--- config.mk ---
export PLATFORM = sky130hd
export DESIGN_NAME = pipe_skid_reg
export DESIGN_NICKNAME = d
export VERILOG_FILES = /design/src/rtl/pipe_pkg.sv /design/src/rtl/sat_counter.sv /design/src/rtl/pipe_skid_reg.sv
export SDC_FILE = /design/constraint.sdc
export NUM_CORES = 1
export LEC_CHECK = 0
export CORE_MARGIN = 1.5
export CORE_UTILIZATION = 46
export DETAILED_ROUTE_END_ITERATION = 12
export PLACE_DENSITY = 0.79
export REMOVE_ABC_BUFFERS = 1
export SLEW_MARGIN = 20
export SYNTH_ARGS = -nofsm -noshare
export SYNTH_HDL_FRONTEND = slang
export SYNTH_SLANG_ARGS = --single-unit
--- constraint.sdc ---
create_clock -name clock -period 1.75 [get_ports clock]
set_clock_uncertainty 0.15 [all_clocks]
set_input_delay 0.2625 -clock clock [delete_from_list [all_inputs] [get_ports clock]]
set_output_delay 0.2625 -clock clock [all_outputs]
set_load 0.02 [all_outputs]
--- src/rtl/pipe_pkg.sv ---
// -----------------------------------------------------------------------------
// pipe_pkg
// Shared definitions for the pipeline skid register:
//   - state_e      : occupancy state of the two-entry (MAIN + SKID) register
//   - DEF_DATA_W   : default data payload width
//   - DEF_CTRL_W   : default control payload width
//   - DEF_CNT_W    : default stall counter width
// -----------------------------------------------------------------------------
package pipe_pkg;

    localparam int DEF_DATA_W = 32;
    localparam int DEF_CTRL_W = 8;
    localparam int DEF_CNT_W  = 16;

    // EMPTY: nothing held; BUSY: MAIN valid; FULL: MAIN and SKID valid
    typedef enum logic [1:0] {
        ST_EMPTY = 2'd0,
        ST_BUSY  = 2'd1,
        ST_FULL  = 2'd2
    } state_e;

endpackage : pipe_pkg

--- src/rtl/sat_counter.sv ---
// -----------------------------------------------------------------------------
// sat_counter
// Saturating up-counter with synchronous clear.
// Ports:
//   clock  in   rising-edge clock
//   resetn in   asynchronous active-low reset (count -> 0)
//   inc    in   add one this cycle (ignored once count is all-ones)
//   clr    in   zero the count; wins over inc
//   count  out  current count, CNT_W bits
// -----------------------------------------------------------------------------
module sat_counter
    import pipe_pkg::*;
#(
    parameter int CNT_W = DEF_CNT_W
) (
    input  logic             clock,
    input  logic             resetn,
    input  logic             inc,
    input  logic             clr,
    output logic [CNT_W-1:0] count
);

    logic [CNT_W-1:0] r_count;
    logic             w_at_max;

    assign w_at_max = (r_count == {CNT_W{1'b1}});
    assign count    = r_count;

    always_ff @(posedge clock or negedge resetn) begin
        if (!resetn) begin
            r_count <= '0;
        end else if (clr) begin
            r_count <= '0;
        end else if (inc && !w_at_max) begin
            r_count <= r_count + {{(CNT_W-1){1'b0}}, 1'b1};
        end
    end

endmodule : sat_counter

--- src/rtl/pipe_skid_reg.sv ---
// -----------------------------------------------------------------------------
// pipe_skid_reg
// Two-entry pipeline register (MAIN drives the outputs, SKID absorbs one
// overflow beat) carrying a data and a control payload between stages.
// Handshake outputs are decoded purely from the state register, so there is
// no combinational path from out_ready to in_ready.
// Ports:
//   clock, resetn         clock / asynchronous active-low reset
//   in_valid, in_ready    upstream handshake
//   in_data, in_ctrl      upstream payload (DATA_W / CTRL_W bits)
//   out_valid, out_ready  downstream handshake
//   out_data, out_ctrl    downstream payload (straight from MAIN)
//   flush                 squash every held payload, drop same-cycle input
//   clr_cnt               zero the stall counter
//   stall_cnt             cycles spent with out_valid=1 and out_ready=0
// -----------------------------------------------------------------------------
module pipe_skid_reg
    import pipe_pkg::*;
#(
    parameter int          DATA_W       = DEF_DATA_W,
    parameter int          CTRL_W       = DEF_CTRL_W,
    parameter int          CNT_W        = DEF_CNT_W,
    parameter int unsigned CLR_ON_FLUSH = 1
) (
    input  logic              clock,
    input  logic              resetn,
    input  logic              in_valid,
    output logic              in_ready,
    input  logic [DATA_W-1:0] in_data,
    input  logic [CTRL_W-1:0] in_ctrl,
    output logic              out_valid,
    input  logic              out_ready,
    output logic [DATA_W-1:0] out_data,
    output logic [CTRL_W-1:0] out_ctrl,
    input  logic              flush,
    input  logic              clr_cnt,
    output logic [CNT_W-1:0]  stall_cnt
);

    state_e            r_state;
    logic [DATA_W-1:0] r_main_data;
    logic [CTRL_W-1:0] r_main_ctrl;
    logic [DATA_W-1:0] r_skid_data;
    logic [CTRL_W-1:0] r_skid_ctrl;

    logic w_in_fire;
    logic w_out_fire;
    logic w_stall;

    assign out_valid  = (r_state != ST_EMPTY);
    assign in_ready   = (r_state != ST_FULL);
    assign out_data   = r_main_data;
    assign out_ctrl   = r_main_ctrl;

    assign w_in_fire  = in_valid & in_ready;
    assign w_out_fire = out_valid & out_ready;
    assign w_stall    = out_valid & ~out_ready;

    always_ff @(posedge clock or negedge resetn) begin
        if (!resetn) begin
            r_state     <= ST_EMPTY;
            r_main_data <= '0;
            r_main_ctrl <= '0;
            r_skid_data <= '0;
            r_skid_ctrl <= '0;
        end else if (flush) begin
            // Squash wins over every transition; any same-cycle input is dropped
            r_state <= ST_EMPTY;
            if (CLR_ON_FLUSH != 0) begin
                r_main_data <= '0;
                r_main_ctrl <= '0;
                r_skid_data <= '0;
                r_skid_ctrl <= '0;
            end
        end else begin
            unique case (r_state)
                ST_EMPTY: begin
                    if (w_in_fire) begin
                        r_main_data <= in_data;
                        r_main_ctrl <= in_ctrl;
                        r_state     <= ST_BUSY;
                    end
                end
                ST_BUSY: begin
                    if (w_in_fire && w_out_fire) begin
                        r_main_data <= in_data;
                        r_main_ctrl <= in_ctrl;
                    end else if (w_in_fire) begin
                        // Downstream stalled: park the new beat behind MAIN
                        r_skid_data <= in_data;
                        r_skid_ctrl <= in_ctrl;
                        r_state     <= ST_FULL;
                    end else if (w_out_fire) begin
                        r_state <= ST_EMPTY;
                    end
                end
                ST_FULL: begin
                    // in_ready is low here, so only a drain can happen
                    if (w_out_fire) begin
                        r_main_data <= r_skid_data;
                        r_main_ctrl <= r_skid_ctrl;
                        r_state     <= ST_BUSY;
                    end
                end
                default: begin
                    r_state <= ST_EMPTY;
                end
            endcase
        end
    end

    sat_counter #(
        .CNT_W (CNT_W)
    ) u_stall_cnt (
        .clock  (clock),
        .resetn (resetn),
        .inc    (w_stall),
        .clr    (clr_cnt),
        .count  (stall_cnt)
    );

endmodule : pipe_skid_reg

==> run_results.csv <==
group,metric,value,unit
outcome,outcome,"finished with violations",
outcome,violations,"setup timing",
floorplan,num_io_pins,104,
place,gp_congestion,0.864,
synth,syn_inst,478,
clock_network,clkSinkCount,98,
floorplan,die_w,103,µm
synth,async_flop_share,100,%
synth,synth_edf_count,0,
routing,drcViolationCount,0,
timing,relSlewSlack,55.8,%
place,portBuffers,103,
floorplan,die_area,10600,µm²
power_and_ir_drop,powerDensity,648,nW/µm²
floorplan,rows,36,
setup_path,critical_path_required,1860,ps
finish,finish.instance_area,7880,µm²
global_route,grt_pass1_wl,20.7,mm
synth,ys_warn_count,0,
clock_network,clk_pin_slew,100,ps
setup_path,setup.worst_path.class,"reg -> reg",
global_route,grt-ovfl-total,0,
global_route,grt_util_all_layers,25.7,%
power_and_ir_drop,power.internal,3470,µW
synth,synth.avg_cell_area,9.61,µm²
clock_network,clk_latency,380,ps
finish,diodes,0,
global_route,grt_start_max_net_pins,83,
place,hpwl,8.09,mm
setup_path,cp_data_arrival_time,2090,ps
power_and_ir_drop,peakVddDrop,0.560,mV
power_and_ir_drop,leakage,0.00390,µW
synth,yosys_register_bits,98,
power_and_ir_drop,swShare,32.0,%
timing,tightest_slew,663,ps
min_path,hold_path.class,"in -> async",
timing,period_share,113,%
synth,ys.flop_type,"dfrtp_1",
clock_network,cts_tree,"built",
synth,synth.distinct_cells,40,
timing,rsz0062_at_grt,"true",
finish,fillers,541,
finish,nets,684,
place,placed_cells_incl_taps,729,
routing,viasPerCell,6.07,
timing,min_period,1970,ps
timing,finalSetupViolCount,90,
setup_path,worstSetupStartpointType,"flop",
synth,syn-cell-area,4590,µm²
synth,yosys-top-cells-area,"dfrtp_1 53%, nand2_1 10%, mux2i_1 8.9%",
synth,ys_seq_area_share,53.4,%
timing,hold_slack,204,ps
clock_network,htreeDepth,3,
floorplan,coreArea,9730,µm²
routing,routed_wl,18.0,mm
job,drv_cap,0,
timing,slew_viol_final,0,
global_route,grt_pass1_vias,4094,
power_and_ir_drop,power_frac_comb,24.3,%
timing,hold_viol,0,
clock_network,ctsRootBufferMaster,"clkbuf_8",
power_and_ir_drop,power_frac_clock,27.2,%
place,placed_area,6160,µm²
routing,routedWlPerCell,23.2,µm
timing,timing.fmax,506,MHz
timing,setup_ws,-225,ps
routing,firstDrtPassIters,5,
routing,via_count,4698,
finish,final_util,81.0,%
setup_path,endpoint_kind,"flop",
setup_path,crit_fanout,5,
floorplan,die_y,103,µm
finish,stdcell_count,774,
global_route,antenna_found_initial,0,
finish,drive_above_1_share,39.3,%
routing,dr.first_iter.drc_count,397,
floorplan,initial_core_util,47.2,%
clock_network,cts_made_buffers,9,
clock_network,clockBufferDepth,2,
finish,area_delta_synth_final,71.6,%
routing,ant_nets,0,
power_and_ir_drop,netSwitchingPower,1640,µW
synth,yosysTopAreaCellShare,53.4,%
synth,synth_top_area_cell,"dfrtp_1",
power_and_ir_drop,p_seq_share,48.6,%
## registers in the layout, summed over array words and instances (netlist names)
name,count
r_state,2
u_stall_cnt.count,16
r_skid_ctrl,8
out_data,32
r_skid_data,32
out_ctrl,8
## path summary, 6_finish.rpt
kind                                       from               endpoint  depth (start not counted)  slack, ps
min reg2reg                        out_data[24]           out_data[24]                          2        350
max reg2reg                u_stall_cnt.count[1]   u_stall_cnt.count[4]                          7       -220
max in group asynchronous                resetn           out_data[15]                          3        700
min                                      resetn  u_stall_cnt.count[13]                          2        200
max                        u_stall_cnt.count[1]   u_stall_cnt.count[4]                          7       -220
min in group clock                   in_data[7]         r_skid_data[7]                          3        310
## power groups by stage
stage / sequential (µW) / combinational [µW] / clock, µW
floorplan: 2580 / 223 / 0
global placement: 2480 / 815 / 0
detailed placement: 2480 / 831 / 0
CTS: 2440 / 840 / 1370
global route: 2490 / 1300 / 1500
finish: 2480 / 1240 / 1390
## critical path: stages (launching register included)
cell and delay [ps]:
dfrtp_1 370, ha_2 200, buf_6 100, nand4_1 190, nor4_4 280, buf_4 210, nor3_1 50, mux2_1 320
## routing by layer
layer / part of all wire (%) / up-vias / track usage, %
met5: 0 / - / 0
met4: 4.3 / 0 / 8.73
met3: 7.8 / 72 / 6.58
met2: 50 / 268 / 40.7
met1: 38 / 2359 / 34.7
li1: - / 1999 / -
## logic make-up (layout without fill, tap and decap cells)
logic type      after synthesis  in the layout  share of synthesized area, %
compound gates              107            107                          14.8
buf+inv                      40            203                          3.35
mux                          46             46                          10.2
flops                        98             98                          53.4
simple gates                186            186                          18.1
fa+ha+maj                     1              1                         0.272
## repair_timing
item                                   4_1_cts  5_1_grt
pin swaps                                   14       93
gates resized for setup                     95      225
gates cloned                                 2       13
endpoints found under the hold margin       45        0
setup buffers                                8        9
hold buffers                                 1        0
setup endpoints to repair                  145       83
## area by class of cell
class	instances	area, µm²	area share, %
Clock buffer	11	141	1.79
Multi-Input combinational cell	340	3100	39.4
Tap cell	133	166	2.11
Inverter	4	15.0	0.190
Timing Repair Buffer	184	1980	25.1
Sequential cell	98	2450	31.1
Clock inverter	4	28.8	0.365
## layout by cell type, fill, tap and decap left out, types with 12 or more instances in the layout
| cell | count |
|---|---|
| dfrtp_1 | 97 |
| nand2_1 | 73 |
| dlygate4sd2_1 | 52 |
| buf_4 | 48 |
| clkdlybuf4s50_1 | 43 |
| nand2_4 | 42 |
| mux2i_1 | 40 |
| o31ai_4 | 33 |
| a21oi_1 | 27 |
| a21oi_2 | 24 |
| buf_12 | 15 |
| nor2_1 | 12 |
## metrics by stage
| step | setup WS, ps | power, µW | setup TNS, ps |
|---|---|---|---|
| final | -225 | 5110 | -10240 |
| after global routing | -342 | 5290 | -15340 |
| after CTS | -113 | 4650 | -1780 |
| after detailed placement | -398 | 3310 | -29590 |
| after global placement | -302 | 3290 | -25570 |
| after floorplan | -2280 | 2800 | -160790 |
## Yosys cell counts (2+ instances only)
| cell | count |
|---|---|
| nand2_1 | 126 |
| dfrtp_1 | 98 |
| a21oi_1 | 51 |
| o31ai_1 | 44 |
| mux2i_1 | 41 |
| clkbuf_1 | 32 |
| nor2_1 | 13 |
| nand4_1 | 6 |
| nand3_1 | 5 |
| nor2b_1 | 5 |
| nor3_1 | 5 |
| inv_1 | 4 |
| mux2_1 | 4 |
| or3_1 | 4 |
| or4_1 | 4 |
| buf_2 | 3 |
| nand2b_1 | 3 |
| nor4_1 | 3 |
| o21ai_0 | 3 |
| a311oi_1 | 2 |
| nor3b_1 | 2 |
| o21bai_1 | 2 |
Note: power is estimated with default switching activity, not from simulation.
